===== config.mk =====
export PLATFORM = sky130hd
export DESIGN_NAME = debug_burst_bridge_flat
export DESIGN_NICKNAME = d
export VERILOG_FILES = /design/src/rtl/debug_burst_bridge_if.sv /design/src/rtl/debug_burst_bridge.sv /design/src/flat_wrapper.sv
export SDC_FILE = /design/constraint.sdc
export NUM_CORES = 1
export LEC_CHECK = 0
export ABC_CLOCK_PERIOD_IN_PS = 2200
export BUFFER_PORTS_ARGS = -buffer_cell sky130_fd_sc_hd__buf_2
export CAP_MARGIN = 0
export CORE_ASPECT_RATIO = 1.75
export CORE_UTILIZATION = 44
export CTS_CLUSTER_SIZE = 40
export DETAILED_ROUTE_END_ITERATION = 6
export PLACE_DENSITY = 0.81
export SYNTH_ARGS = -nofsm -noshare
export SYNTH_HDL_FRONTEND = slang
export SYNTH_SLANG_ARGS = --single-unit

===== constraint.sdc =====
create_clock -name clk -period 2.2 [get_ports clk]
set_input_delay 0.44 -clock clk [delete_from_list [all_inputs] [get_ports clk]]
set_output_delay 0.44 -clock clk [all_outputs]
set_load 0.1 [all_outputs]

===== src/rtl/debug_burst_bridge_if.sv =====
// Bus interfaces used by debug_burst_bridge: the byte-wide single-cycle debug bus
// and the 64-bit burst memory port in front of the PSRAM controller.

interface debug_bus_if;
    logic [15:0] addr;
    logic [7:0]  write_data;
    logic        write_enable;
    logic        read_enable;
    logic [7:0]  read_data;
    logic        ready;
    logic        read_data_valid;

    modport slave (
        input  addr,
        input  write_data,
        input  write_enable,
        input  read_enable,
        output read_data,
        output ready,
        output read_data_valid
    );

    modport master (
        output addr,
        output write_data,
        output write_enable,
        output read_enable,
        input  read_data,
        input  ready,
        input  read_data_valid
    );
endinterface

interface burst_bus_if;
    logic [20:0] addr;
    logic        cmd;
    logic        cmd_en;
    logic [63:0] wr_data;
    logic [63:0] rd_data;
    logic [7:0]  data_mask;
    logic        ready;
    logic        rd_data_valid;

    modport master (
        output addr,
        output cmd,
        output cmd_en,
        output wr_data,
        output data_mask,
        input  rd_data,
        input  ready,
        input  rd_data_valid
    );

    modport slave (
        input  addr,
        input  cmd,
        input  cmd_en,
        input  wr_data,
        input  data_mask,
        output rd_data,
        output ready,
        output rd_data_valid
    );
endinterface


===== src/rtl/debug_burst_bridge.sv =====
// Turns single-byte debug peeks/pokes into full byte-masked bursts on the
// 64-bit PSRAM burst port; read data comes back as one byte.

module debug_burst_bridge #(
    parameter int unsigned BURST_BEATS    = 4,
    parameter logic [20:0] BASE_ADDR      = 21'h0,
    parameter int unsigned TIMEOUT_CYCLES = 1023
) (
    input  logic        clk,
    input  logic        rst_n,
    debug_bus_if.slave  dbg,
    burst_bus_if.master mem,
    output logic        timeout_flag
);

    localparam int BW = (BURST_BEATS > 1) ? $clog2(BURST_BEATS) : 1;
    localparam int TW = $clog2(TIMEOUT_CYCLES + 1);
    localparam logic [BW-1:0] LAST_BEAT = BW'(BURST_BEATS - 1);
    localparam logic [TW-1:0] TO_LIMIT  = TW'(TIMEOUT_CYCLES);

    typedef enum logic [2:0] {
        S_IDLE,
        S_CMD,
        S_WBEAT,
        S_RWAIT,
        S_RESP
    } state_e;

    state_e         state_q, state_d;
    logic [BW-1:0]  beat_q, beat_d;
    logic [TW-1:0]  to_cnt_q, to_cnt_d;
    logic           is_wr_q, is_wr_d;
    logic [20:0]    addr_q, addr_d;
    logic [2:0]     lane_q, lane_d;
    logic [63:0]    wr_data_q, wr_data_d;
    logic [7:0]     resp_q, resp_d;
    logic           rdv_q, rdv_d;
    logic           to_flag_q, to_flag_d;

    logic           cmd_fire;
    logic [7:0]     lane_mask;
    logic [63:0]    rd_shifted;
    logic [7:0]     rd_lane;

    // The controller accepts a command only in a cycle with ready high, so the
    // enable and the beat-0 mask are the registered command qualified by ready.
    assign cmd_fire   = (state_q == S_CMD) && mem.ready;
    assign lane_mask  = ~(8'h01 << lane_q);
    assign rd_shifted = mem.rd_data >> {lane_q, 3'b000};
    assign rd_lane    = rd_shifted[7:0];

    always_comb begin
        state_d   = state_q;
        beat_d    = beat_q;
        to_cnt_d  = to_cnt_q;
        is_wr_d   = is_wr_q;
        addr_d    = addr_q;
        lane_d    = lane_q;
        wr_data_d = wr_data_q;
        resp_d    = resp_q;
        rdv_d     = 1'b0;
        to_flag_d = to_flag_q;

        case (state_q)
            S_IDLE: begin
                if (dbg.write_enable || dbg.read_enable) begin
                    // A simultaneous read is dropped in favour of the write.
                    is_wr_d = dbg.write_enable;
                    addr_d  = BASE_ADDR + {5'b0, dbg.addr[15:3], 3'b000};
                    lane_d  = dbg.addr[2:0];
                    if (dbg.write_enable) begin
                        wr_data_d = {8{dbg.write_data}};
                    end
                    state_d = S_CMD;
                end
            end

            S_CMD: begin
                if (mem.ready) begin
                    if (is_wr_q) begin
                        if (BURST_BEATS > 1) begin
                            state_d = S_WBEAT;
                            beat_d  = BW'(1);
                        end else begin
                            state_d = S_IDLE;
                        end
                    end else begin
                        state_d  = S_RWAIT;
                        beat_d   = '0;
                        to_cnt_d = '0;
                    end
                end
            end

            S_WBEAT: begin
                if (beat_q == LAST_BEAT) begin
                    state_d = S_IDLE;
                end else begin
                    beat_d = beat_q + 1'b1;
                end
            end

            S_RWAIT: begin
                if (mem.rd_data_valid) begin
                    if (beat_q == '0) begin
                        resp_d = rd_lane;
                    end
                    if (beat_q == LAST_BEAT) begin
                        state_d = S_RESP;
                        rdv_d   = 1'b1;
                    end else begin
                        beat_d = beat_q + 1'b1;
                    end
                end else if (to_cnt_q + 1'b1 == TO_LIMIT) begin
                    // Give up on the burst; late beats land outside RWAIT and are ignored.
                    resp_d    = 8'hFF;
                    to_flag_d = 1'b1;
                    state_d   = S_RESP;
                    rdv_d     = 1'b1;
                end else begin
                    to_cnt_d = to_cnt_q + 1'b1;
                end
            end

            S_RESP: begin
                state_d = S_IDLE;
            end

            default: begin
                state_d = S_IDLE;
            end
        endcase
    end

    always_ff @(posedge clk or negedge rst_n) begin
        if (!rst_n) begin
            state_q   <= S_IDLE;
            beat_q    <= '0;
            to_cnt_q  <= '0;
            is_wr_q   <= 1'b0;
            addr_q    <= '0;
            lane_q    <= '0;
            wr_data_q <= '0;
            resp_q    <= '0;
            rdv_q     <= 1'b0;
            to_flag_q <= 1'b0;
        end else begin
            state_q   <= state_d;
            beat_q    <= beat_d;
            to_cnt_q  <= to_cnt_d;
            is_wr_q   <= is_wr_d;
            addr_q    <= addr_d;
            lane_q    <= lane_d;
            wr_data_q <= wr_data_d;
            resp_q    <= resp_d;
            rdv_q     <= rdv_d;
            to_flag_q <= to_flag_d;
        end
    end

    assign dbg.ready           = (state_q == S_IDLE);
    assign dbg.read_data_valid = rdv_q;
    assign dbg.read_data       = resp_q;

    assign mem.cmd_en    = cmd_fire;
    assign mem.cmd       = is_wr_q;
    assign mem.addr      = addr_q;
    assign mem.wr_data   = wr_data_q;
    assign mem.data_mask = (cmd_fire && is_wr_q) ? lane_mask : 8'hFF;

    assign timeout_flag = to_flag_q;

endmodule


===== src/flat_wrapper.sv =====
// flat-port wrapper written by rule: the top's interface ports become plain ports
module debug_burst_bridge_flat 
#(
    parameter int unsigned BURST_BEATS    = 4,
    parameter logic [20:0] BASE_ADDR      = 21'h0,
    parameter int unsigned TIMEOUT_CYCLES = 1023
)
  (clk, rst_n, timeout_flag, dbg_addr, dbg_write_data, dbg_write_enable, dbg_read_enable, dbg_read_data, dbg_ready, dbg_read_data_valid, mem_addr, mem_cmd, mem_cmd_en, mem_wr_data, mem_data_mask, mem_rd_data, mem_ready, mem_rd_data_valid);
  debug_bus_if dbg_i ();
  burst_bus_if mem_i ();
  input  logic clk;
  input  logic rst_n;
  output logic timeout_flag;
  input wire logic [$bits(dbg_i.addr)-1:0] dbg_addr;
  input wire logic [$bits(dbg_i.write_data)-1:0] dbg_write_data;
  input wire logic [$bits(dbg_i.write_enable)-1:0] dbg_write_enable;
  input wire logic [$bits(dbg_i.read_enable)-1:0] dbg_read_enable;
  output wire logic [$bits(dbg_i.read_data)-1:0] dbg_read_data;
  output wire logic [$bits(dbg_i.ready)-1:0] dbg_ready;
  output wire logic [$bits(dbg_i.read_data_valid)-1:0] dbg_read_data_valid;
  output wire logic [$bits(mem_i.addr)-1:0] mem_addr;
  output wire logic [$bits(mem_i.cmd)-1:0] mem_cmd;
  output wire logic [$bits(mem_i.cmd_en)-1:0] mem_cmd_en;
  output wire logic [$bits(mem_i.wr_data)-1:0] mem_wr_data;
  output wire logic [$bits(mem_i.data_mask)-1:0] mem_data_mask;
  input wire logic [$bits(mem_i.rd_data)-1:0] mem_rd_data;
  input wire logic [$bits(mem_i.ready)-1:0] mem_ready;
  input wire logic [$bits(mem_i.rd_data_valid)-1:0] mem_rd_data_valid;
  assign dbg_i.addr = dbg_addr;
  assign dbg_i.write_data = dbg_write_data;
  assign dbg_i.write_enable = dbg_write_enable;
  assign dbg_i.read_enable = dbg_read_enable;
  assign dbg_read_data = dbg_i.read_data;
  assign dbg_ready = dbg_i.ready;
  assign dbg_read_data_valid = dbg_i.read_data_valid;
  assign mem_addr = mem_i.addr;
  assign mem_cmd = mem_i.cmd;
  assign mem_cmd_en = mem_i.cmd_en;
  assign mem_wr_data = mem_i.wr_data;
  assign mem_data_mask = mem_i.data_mask;
  assign mem_i.rd_data = mem_rd_data;
  assign mem_i.ready = mem_ready;
  assign mem_i.rd_data_valid = mem_rd_data_valid;
  debug_burst_bridge #(.BURST_BEATS(BURST_BEATS), .BASE_ADDR(BASE_ADDR), .TIMEOUT_CYCLES(TIMEOUT_CYCLES)) u_core (.clk(clk), .rst_n(rst_n), .dbg(dbg_i), .mem(mem_i), .timeout_flag(timeout_flag));
endmodule

* After elaboration in Yosys (flattened, before gate mapping)
Index checks and enable logic that the tools add are counted.
** Cells by class
- $add $sub $neg :: 2
- Equality and inequality tests :: 15
- Shifts and indexed selects :: 2
- Muxes and demuxes :: 26
- Bitwise gates (word level) :: 2
- Reductions and logical operators :: 15
** Operators by type and width (number)
- $shr A64 B6 Y8 :: 1
- $mux W10 :: 4
- $mux W8 :: 4
- $pmux W10 S2 :: 1
- $mux W3 :: 6
- $pmux W3 S4 :: 1
- $reduce_and A3 Y1 :: 4
- $add A10 B1 Y10 const B :: 1
- $eq A10 B10 Y1 const B :: 1
- $ne A2 B2 Y1 const B :: 5
- $reduce_and A5 Y1 :: 2
- $not A8 Y8 :: 1
- $shl A1 B3 Y8 const A :: 1
- $eq A3 B2 Y1 const B :: 2
- $mux W1 :: 6
- $mux W2 :: 3
- $ne A2 B1 Y1 const B :: 3
- $ne A3 B2 Y1 const B :: 2
- $pmux W2 S3 :: 1
- $reduce_bool A2 Y1 :: 2
- $eq A3 B1 Y1 const B :: 1
- $logic_not A3 Y1 :: 1
- $reduce_bool A3 Y1 :: 1
- $add A2 B1 Y2 const B :: 1
- other kinds (6) :: 7
** Storage, ports and cells
- Register bits :: 106
- Input bits :: 94
- Output and inout port bits :: 106
- Logic and storage cells :: 72

* Longest topological paths before layout
Gate-level depths: netlist (run 1).
- Depth after elaboration :: 5
- Depth in mapped cells :: 8
- Gate-level depth less buffers :: 7

* Worst setup path after synthesis (run 1)
No wires, ideal clock.
- Path kind :: reg2out
- Start :: reg u_core.state_q[1]
- End :: out mem_data_mask[7]
- Arrival time :: 3.840 ns
- Data required time :: 1.760 ns
- Slack :: -2.080 ns
- Stages on the path, launching flop included :: 5
- Path buffers :: 1
- Path through :: dfrtp_1 > buf_2 > nor3_1 > and3_1 > nand3_1
** Between the ends
- Cells in the longest elaborated chain, start to end :: 4
** Ends and longest elaborated chain
- from (decl) :: RTL line debug_burst_bridge.sv:29 : state_e state_q, state_d;
- from (signal assigned) :: RTL line debug_burst_bridge.sv:148 : state_q <= state_d;
- $eq A3 B1 Y1 :: RTL line debug_burst_bridge.sv:47 : assign cmd_fire = (state_q == S_CMD) && mem.ready;
- $logic_and A1 B1 Y1 :: RTL line debug_burst_bridge.sv:47
- via mem_cmd_en :: RTL line flat_wrapper.sv:23 : output wire logic [$bits(mem_i.cmd_en)-1:0] mem_cmd_en;
- $logic_and A1 B1 Y1 :: RTL line debug_burst_bridge.sv:169 : assign mem.data_mask = (cmd_fire && is_wr_q) ? lane_mask : 8'hFF;
- $mux W8 :: RTL line debug_burst_bridge.sv:169
- to (decl) :: RTL line flat_wrapper.sv:25 : output wire logic [$bits(mem_i.data_mask)-1:0] mem_data_mask;
The timed path passes the listed nets, and every way through them passes these cells.

* Worst setup path in the final report (run 1)
- Start :: reg u_core.state_q[1]
- End :: out mem_data_mask[7]
** Between the ends
- Cells in the longest elaborated chain, start to end :: 4
** Ends and longest elaborated chain (RTL line)
- $eq A3 B1 Y1 :: debug_burst_bridge.sv:47
- $logic_and A1 B1 Y1 :: debug_burst_bridge.sv:47
- $logic_and A1 B1 Y1 :: debug_burst_bridge.sv:169
- $mux W8 :: debug_burst_bridge.sv:169
No other way between the ends.

==> flow_summary_export.csv, run 1 <==
group,metric,value,unit
yosys,synth_async_sr_flop_share,100,%
yosys,synth_edf_count,0,
yosys,synth-seq-area-share,36.8,%
global_route,grt_pass1_vias,2627,
final_layout,stdcell_count,554,
timing,min_period,2.07,ns
timing,drv_slew,0,
cts,cts_buffers,5,
cts,ctsRootBufferMaster,"clkbuf_16",
yosys,ys_types,50,
floorplanning,die_width,68.5,µm
global_route,grt.total_usage,19.6,%
detailed_routing,totalWireLength,7780,µm
timing,max_freq,0.484,GHz
placed_design,dp_cells,546,
yosys,synth_most_common_cell,"buf_4",
timing,report.final.setup_viol,0,
yosys,ys_warn_count,0,
final_layout,num_antenna_cells,0,
global_route,grt_overflow,0,
setup_path,critPathMaxFanout,9,
setup_path,cp_data_arrival_time,1.63,ns
setup_path,cp_num_buf_inv,1,
detailed_routing,drt_iter0_markers,133,
cts,hold_buffers,0,
yosys,synth_common_cells,"68 x buf_4, 50 x dfrtp_1, 26 x mux2_2",
yosys,synth_area_leaders,"dfrtp_1 37%, buf_4 15%, mux2_2 8.6%",
yosys,synth_top_cell_by_area,"dfrtp_1",
setup_path,slowest_stage,"dfrtp_1",
setup_path,startpoint,"u_core.state_q[1]",
timing,rsz0062_at_grt,"false",
floorplanning,initial_utilization,45.3,%
yosys,synth_seq_cells,50,
cts,cts_sinks,50,
floorplanning,die_y,118,µm
floorplanning,io_pins,200,
floorplanning,die-area,0.00810,mm²
floorplanning,fp-row-count,42,
setup_path,worst_r2r_startpoint,"u_core.to_cnt_q[0]",
setup_path,required,1.76,ns
floorplanning,coreArea,0.00751,mm²
yosys,netlist.area_leader.share,36.8,%
placed_design,gp_congestion,0.914,
status,status,"complete, no violations",
detailed_routing,viasPerCell,5.12,
flow_run,drv_cap,0,
timing,period_share,93.9,%
detailed_routing,drtAntennaViolNets,0,
final_layout,final_layout_size_suffix_gt1_share,54.5,%
setup_path,path_delay_family,"simple AND/OR/NAND/NOR gates",
placed_design,io_buffers,191,
detailed_routing,wl_per_cell,14.1,µm
cts,clk_pin_slew_worst_paths,0.07,ns
timing,hold_viol_final,0,
cts,cts_tree,"done",
setup_path,crit_path_start_kind,"flip-flop",
yosys,synthesis.area,0.00340,mm²
yosys,synth_ff_type,"dfrtp_1",
setup_path,cp-end-kind,"output port",
cts,clockBufferDepth,2,
placed_design,hpwl,6330,µm
detailed_routing,drc,0,
yosys,syn-mean-instance-area,10.2,µm²
yosys,synth_cells,335,
cts,insertion_delay,0.29,ns
global_route,antenna_found_initial,0,
final_layout,layout.nets,563,
detailed_routing,firstDrtPassIters,4,
setup_path,criticalPathCategory,"flip-flop to output port",
timing,finClkSkew,0.00586,ns
detailed_routing,vias,2838,
cts,cts_max_level,2,
setup_path,crit_path_max_incr_delay,0.48,ns
final_layout,areaGrowthSynthToFinish,24.1,%
hold_path,hold_path.class,"primary input to async pin",
global_route,grt_pass1_wl,12100,µm
global_route,grt_max_degree,32,
final_layout,n_fill_cell,636,
setup_path,crit_chain,"nor3_4 > and3_4 > nand3_1 > buf_2",
timing,whs,0.0880,ns
-- layout by cell type (no fill, tap or decap), types with 3 or more instances in the layout --
master,Yosys,routed
nor2_1,13,12
o31ai_1,4,4
mux4_2,6,6
inv_1,8,8
and3_1,5,4
dfrtp_1,50,49
ha_1,4,4
buf_12,0,5
nor3_1,6,5
nand2_1,22,22
mux2_2,26,26
nand2b_1,5,5
nand3b_1,3,3
nand3_1,7,7
o21ai_0,11,11
a21oi_1,13,13
buf_2,9,185
conb_1,1,8
mux2i_1,19,19
o22a_1,4,4
o21a_1,3,3
buf_4,68,7
a2bb2oi_1,4,4
a311oi_1,5,5
nor3_2,3,3
clkbuf_16,0,5
-- per-layer routing --
| metal | global-route usage [%] | vias up | routed length, µm |
|---|---|---|---|
| met5 | 0 | - | 0 |
| met4 | 7.16 | 0 | 169 |
| met3 | 3.57 | 14 | 479 |
| met2 | 35.9 | 124 | 4200 |
| met1 | 20.9 | 1322 | 2940 |
| li1 | - | 1378 | - |
-- kinds of logic (layout without fill, tap and decap cells) --
kind of cell / Yosys count / in the layout / share of synthesized area, %
AOI/OAI and AO/OA: 61 / 61 / 13.3
xor gates and xnor gates: 2 / 2 / 0.736
adders and majority gates: 4 / 4 / 1.47
buffers and inverters: 90 / 214 / 17.8
DFF: 50 / 50 / 36.8
muxes: 51 / 51 / 18.2
other: 1 / 8 / 0.110
and+or+nand+nor: 76 / 76 / 11.7
-- cell type report --
class	count	area, µm²	share of cell area [%]
Clock buffer	6	139	3.29
Tap cell	88	110	2.61
Clock inverter	2	12.5	0.296
Inverter	8	30.0	0.711
Timing Repair Buffer	198	1090	25.7
Sequential cell	50	1250	29.7
Multi-Input combinational cell	202	1590	37.7
-- worst paths after layout --
path | endpoint | slack (ns) | cells after the start
max | mem_data_mask[7] | 0.13 | 4
min | u_core.to_cnt_q[5] | 0.09 | 1
max reg2reg | u_core.dbg.read_data[2] | 0.24 | 6
min reg2reg | u_core.timeout_flag | 0.48 | 1
max in group asynchronous | u_core.mem.addr[13] | 1.51 | 2
min in group clk | u_core.mem.wr_data[62] | 0.38 | 2
-- flip-flops by register name, summed over array words and instances (netlist names) --
register,cells
u_core.timeout_flag,1
u_core.mem.addr,13
u_core.to_cnt_q,10
u_core.mem.cmd,1
u_core.dbg.read_data_valid,1
u_core.dbg.read_data,8
u_core.mem.wr_data,8
u_core.beat_q,2
u_core.lane_q,3
u_core.state_q,3
-- metrics by stage --
stage               TNS, ns  util [%]  cell area (µm²)  worst slack [ns]
finish                    0      56.2             4220             0.133
global route              0      56.2             4220           0.00179
CTS                       0      56.1             4220            0.0132
detailed placement        0      54.1             4060             0.258
global placement          0      54.1             4060             0.349
floorplan            -16.65         -             3460            -0.658
-- repair_timing --
item                       in CTS  in global routing
setup endpoints to repair       0                  6
resized for setup               0                  4
setup buffers                   0                  0
Power of run 1 is not shown: default switching activity piles up to over one toggle a cycle in this logic, so the estimate is an artifact.
==> run 2: changes to the inputs <==
--- a/config.mk
+++ b/config.mk
@@ -9,10 +9,9 @@
 export BUFFER_PORTS_ARGS = -buffer_cell sky130_fd_sc_hd__buf_2
 export CAP_MARGIN = 0
 export CORE_ASPECT_RATIO = 1.75
-export CORE_UTILIZATION = 44
+export CORE_UTILIZATION = 25
 export CTS_CLUSTER_SIZE = 40
 export DETAILED_ROUTE_END_ITERATION = 6
-export PLACE_DENSITY = 0.81
 export SYNTH_ARGS = -nofsm -noshare
 export SYNTH_HDL_FRONTEND = slang
 export SYNTH_SLANG_ARGS = --single-unit
==> flow_summary_export.csv, run 2 (same netlist as run 1, synthesis figures left out) <==
group,metric,value,unit
global_route,grt_pass1_wl,13600,µm
timing,max_freq,0.483,GHz
floorplanning,die_width,90.2,µm
final_layout,final_layout_size_suffix_gt1_share,54.8,%
final_layout,seq_area,0.00125,mm²
floorplanning,die-area,0.0141,mm²
final_layout,most-common-layout-cells,"185 x buf_2, 48 x dfrtp_1, 26 x mux2_2",
setup_path,cp-end-kind,"output port",
cts,insertion_delay,0.29,ns
setup_path,critPathMaxFanout,7,
setup_path,reg2reg_slack,0.25,ns
cts,cts_tree,"done",
floorplanning,coreArea,0.0133,mm²
global_route,gr-usage-met2,23.3,%
global_route,grt_use_met3,2.82,%
detailed_routing,drtAntennaViolNets,0,
hold_path,hold_path.class,"primary input to async pin",
timing,min_period,2.07,ns
detailed_routing,firstDrtPassIters,5,
global_route,grt_overflow,0,
detailed_routing,drc,0,
final_layout,layout.nets,564,
detailed_routing,wl_per_cell,13.8,µm
setup_path,rr_endpoint,"u_core.dbg.read_data[5]",
timing,finClkSkew,0.00659,ns
setup_path,criticalPathCategory,"flip-flop to output port",
cts,cts_max_level,2,
timing,max_slew_margin,65.3,%
timing,rsz0062_at_grt,"false",
setup_path,reg2reg_depth,6,
placed_design,io_buffers,191,
cts,clk_pin_slew_worst_paths,0.07,ns
final_layout,final_common_cell,"buf_2",
placed_design,gp_congestion,0.781,
setup_path,cp_data_arrival_time,1.63,ns
detailed_routing,vias,2843,
detailed_routing,viasPerCell,4.44,
cts,clockBufferDepth,2,
global_route,use_met1,12.4,%
floorplanning,initial_utilization,25.6,%
flow_run,drv_cap,0,
detailed_routing,drt_iter0_markers,142,
floorplanning,fp-row-count,56,
setup_path,worst_r2r_startpoint,"u_core.to_cnt_q[0]",
floorplanning,die_y,156,µm
final_layout,n_fill_cell,1408,
cts,hold_buffers,0,
setup_path,required,1.76,ns
setup_path,crit_path_start_kind,"flip-flop",
placed_design,hpwl,7150,µm
cts,cts_sinks,50,
timing,worst_pin_slew,0.523,ns
final_layout,final_core_util,32.6,%
timing,hold_viol_final,0,
final_layout,largest_register_ff_count,13,
cts,ctsRootBufferMaster,"clkbuf_16",
status,status,"complete, no violations",
global_route,antenna_found_initial,0,
final_layout,multi_input_area,0.00159,mm²
global_route,grt_pass1_vias,2741,
floorplanning,io_pins,200,
timing,drv_slew,0,
timing,report.final.setup_viol,0,
global_route,grt.total_usage,12.3,%
detailed_routing,totalWireLength,8870,µm
timing,period_share,94.2,%
final_layout,areaGrowthSynthToFinish,27.7,%
final_layout,num_antenna_cells,0,
global_route,grt_max_degree,32,
setup_path,crit_path_end,"mem_data_mask[7]",
global_route,top_usage_layer,"met2",
setup_path,startpoint,"u_core.state_q[0]",
cts,cts_buffers,5,
[run 2: changes by cell type in the layout (fill, tap and decap cells not counted), sizes merged]
cell and delta:
buf +2, clkbuf -2, clkinv +1
[run 2: layout make-up]
type                       count  area share [%]
sequential                    50            28.9
multi-input combinational    202            36.6
tap                          174            5.01
timing repair buffer         199            25.5
clock inverter                 3           0.489
inverter                       8           0.691
clock buffer                   5            2.88
[run 2: repair_timing]
action                                  in CTS  in global routing
endpoints found under the setup margin       3                  4
endpoints found under the hold margin        0                  0
buffers inserted                             0                  2
resized for setup                            1                  5
[run 2: through the flow]
| stage | hold slack (ns) | instance area (µm²) | cells | worst slack, ns | TNS (ns) |
|---|---|---|---|---|---|
| floorplan | 0.144 | 3460 | 342 | -0.658 | -16.65 |
| global placement | 0.426 | 4180 | 631 | 0.332 | 0 |
| detailed placement | 0.445 | 4180 | 631 | 0.241 | 0 |
| CTS | 0.121 | 4320 | 639 | 0.0400 | 0 |
| global route | 0.146 | 4350 | 641 | 0.00992 | 0 |
| finish | 0.104 | 4350 | 641 | 0.128 | 0 |
[run 2: worst min path at each step]
stage | to | slack (ns)
global placement | u_core.mem.addr[10] | 0.43
CTS | u_core.mem.wr_data[60] | 0.12
finish | u_core.mem.addr[8] | 0.10
floorplan | u_core.beat_q[0] | 0.14
global route | u_core.mem.addr[10] | 0.15
detailed placement | u_core.mem.addr[8] | 0.45
[run 2: layer usage]
layer  share of wire (%)  wire length [µm]  vias to the layer above
li1                    -                 -                     1375
met1                  37              3270                     1350
met2                  55              4870                      104
met3                 5.6               496                       14
met4                 2.7               240                        0
met5                   0                 0                        -
[run 2: worst max-delay path: stages, from the launching register on]
cell and delay (ns):
dfrtp_2 0.43, nand2_1 0.12, nor3_4 0.18, and3_4 0.23, nand3_1 0.07, buf_2 0.31
Power of run 2 is left out for the same reason.
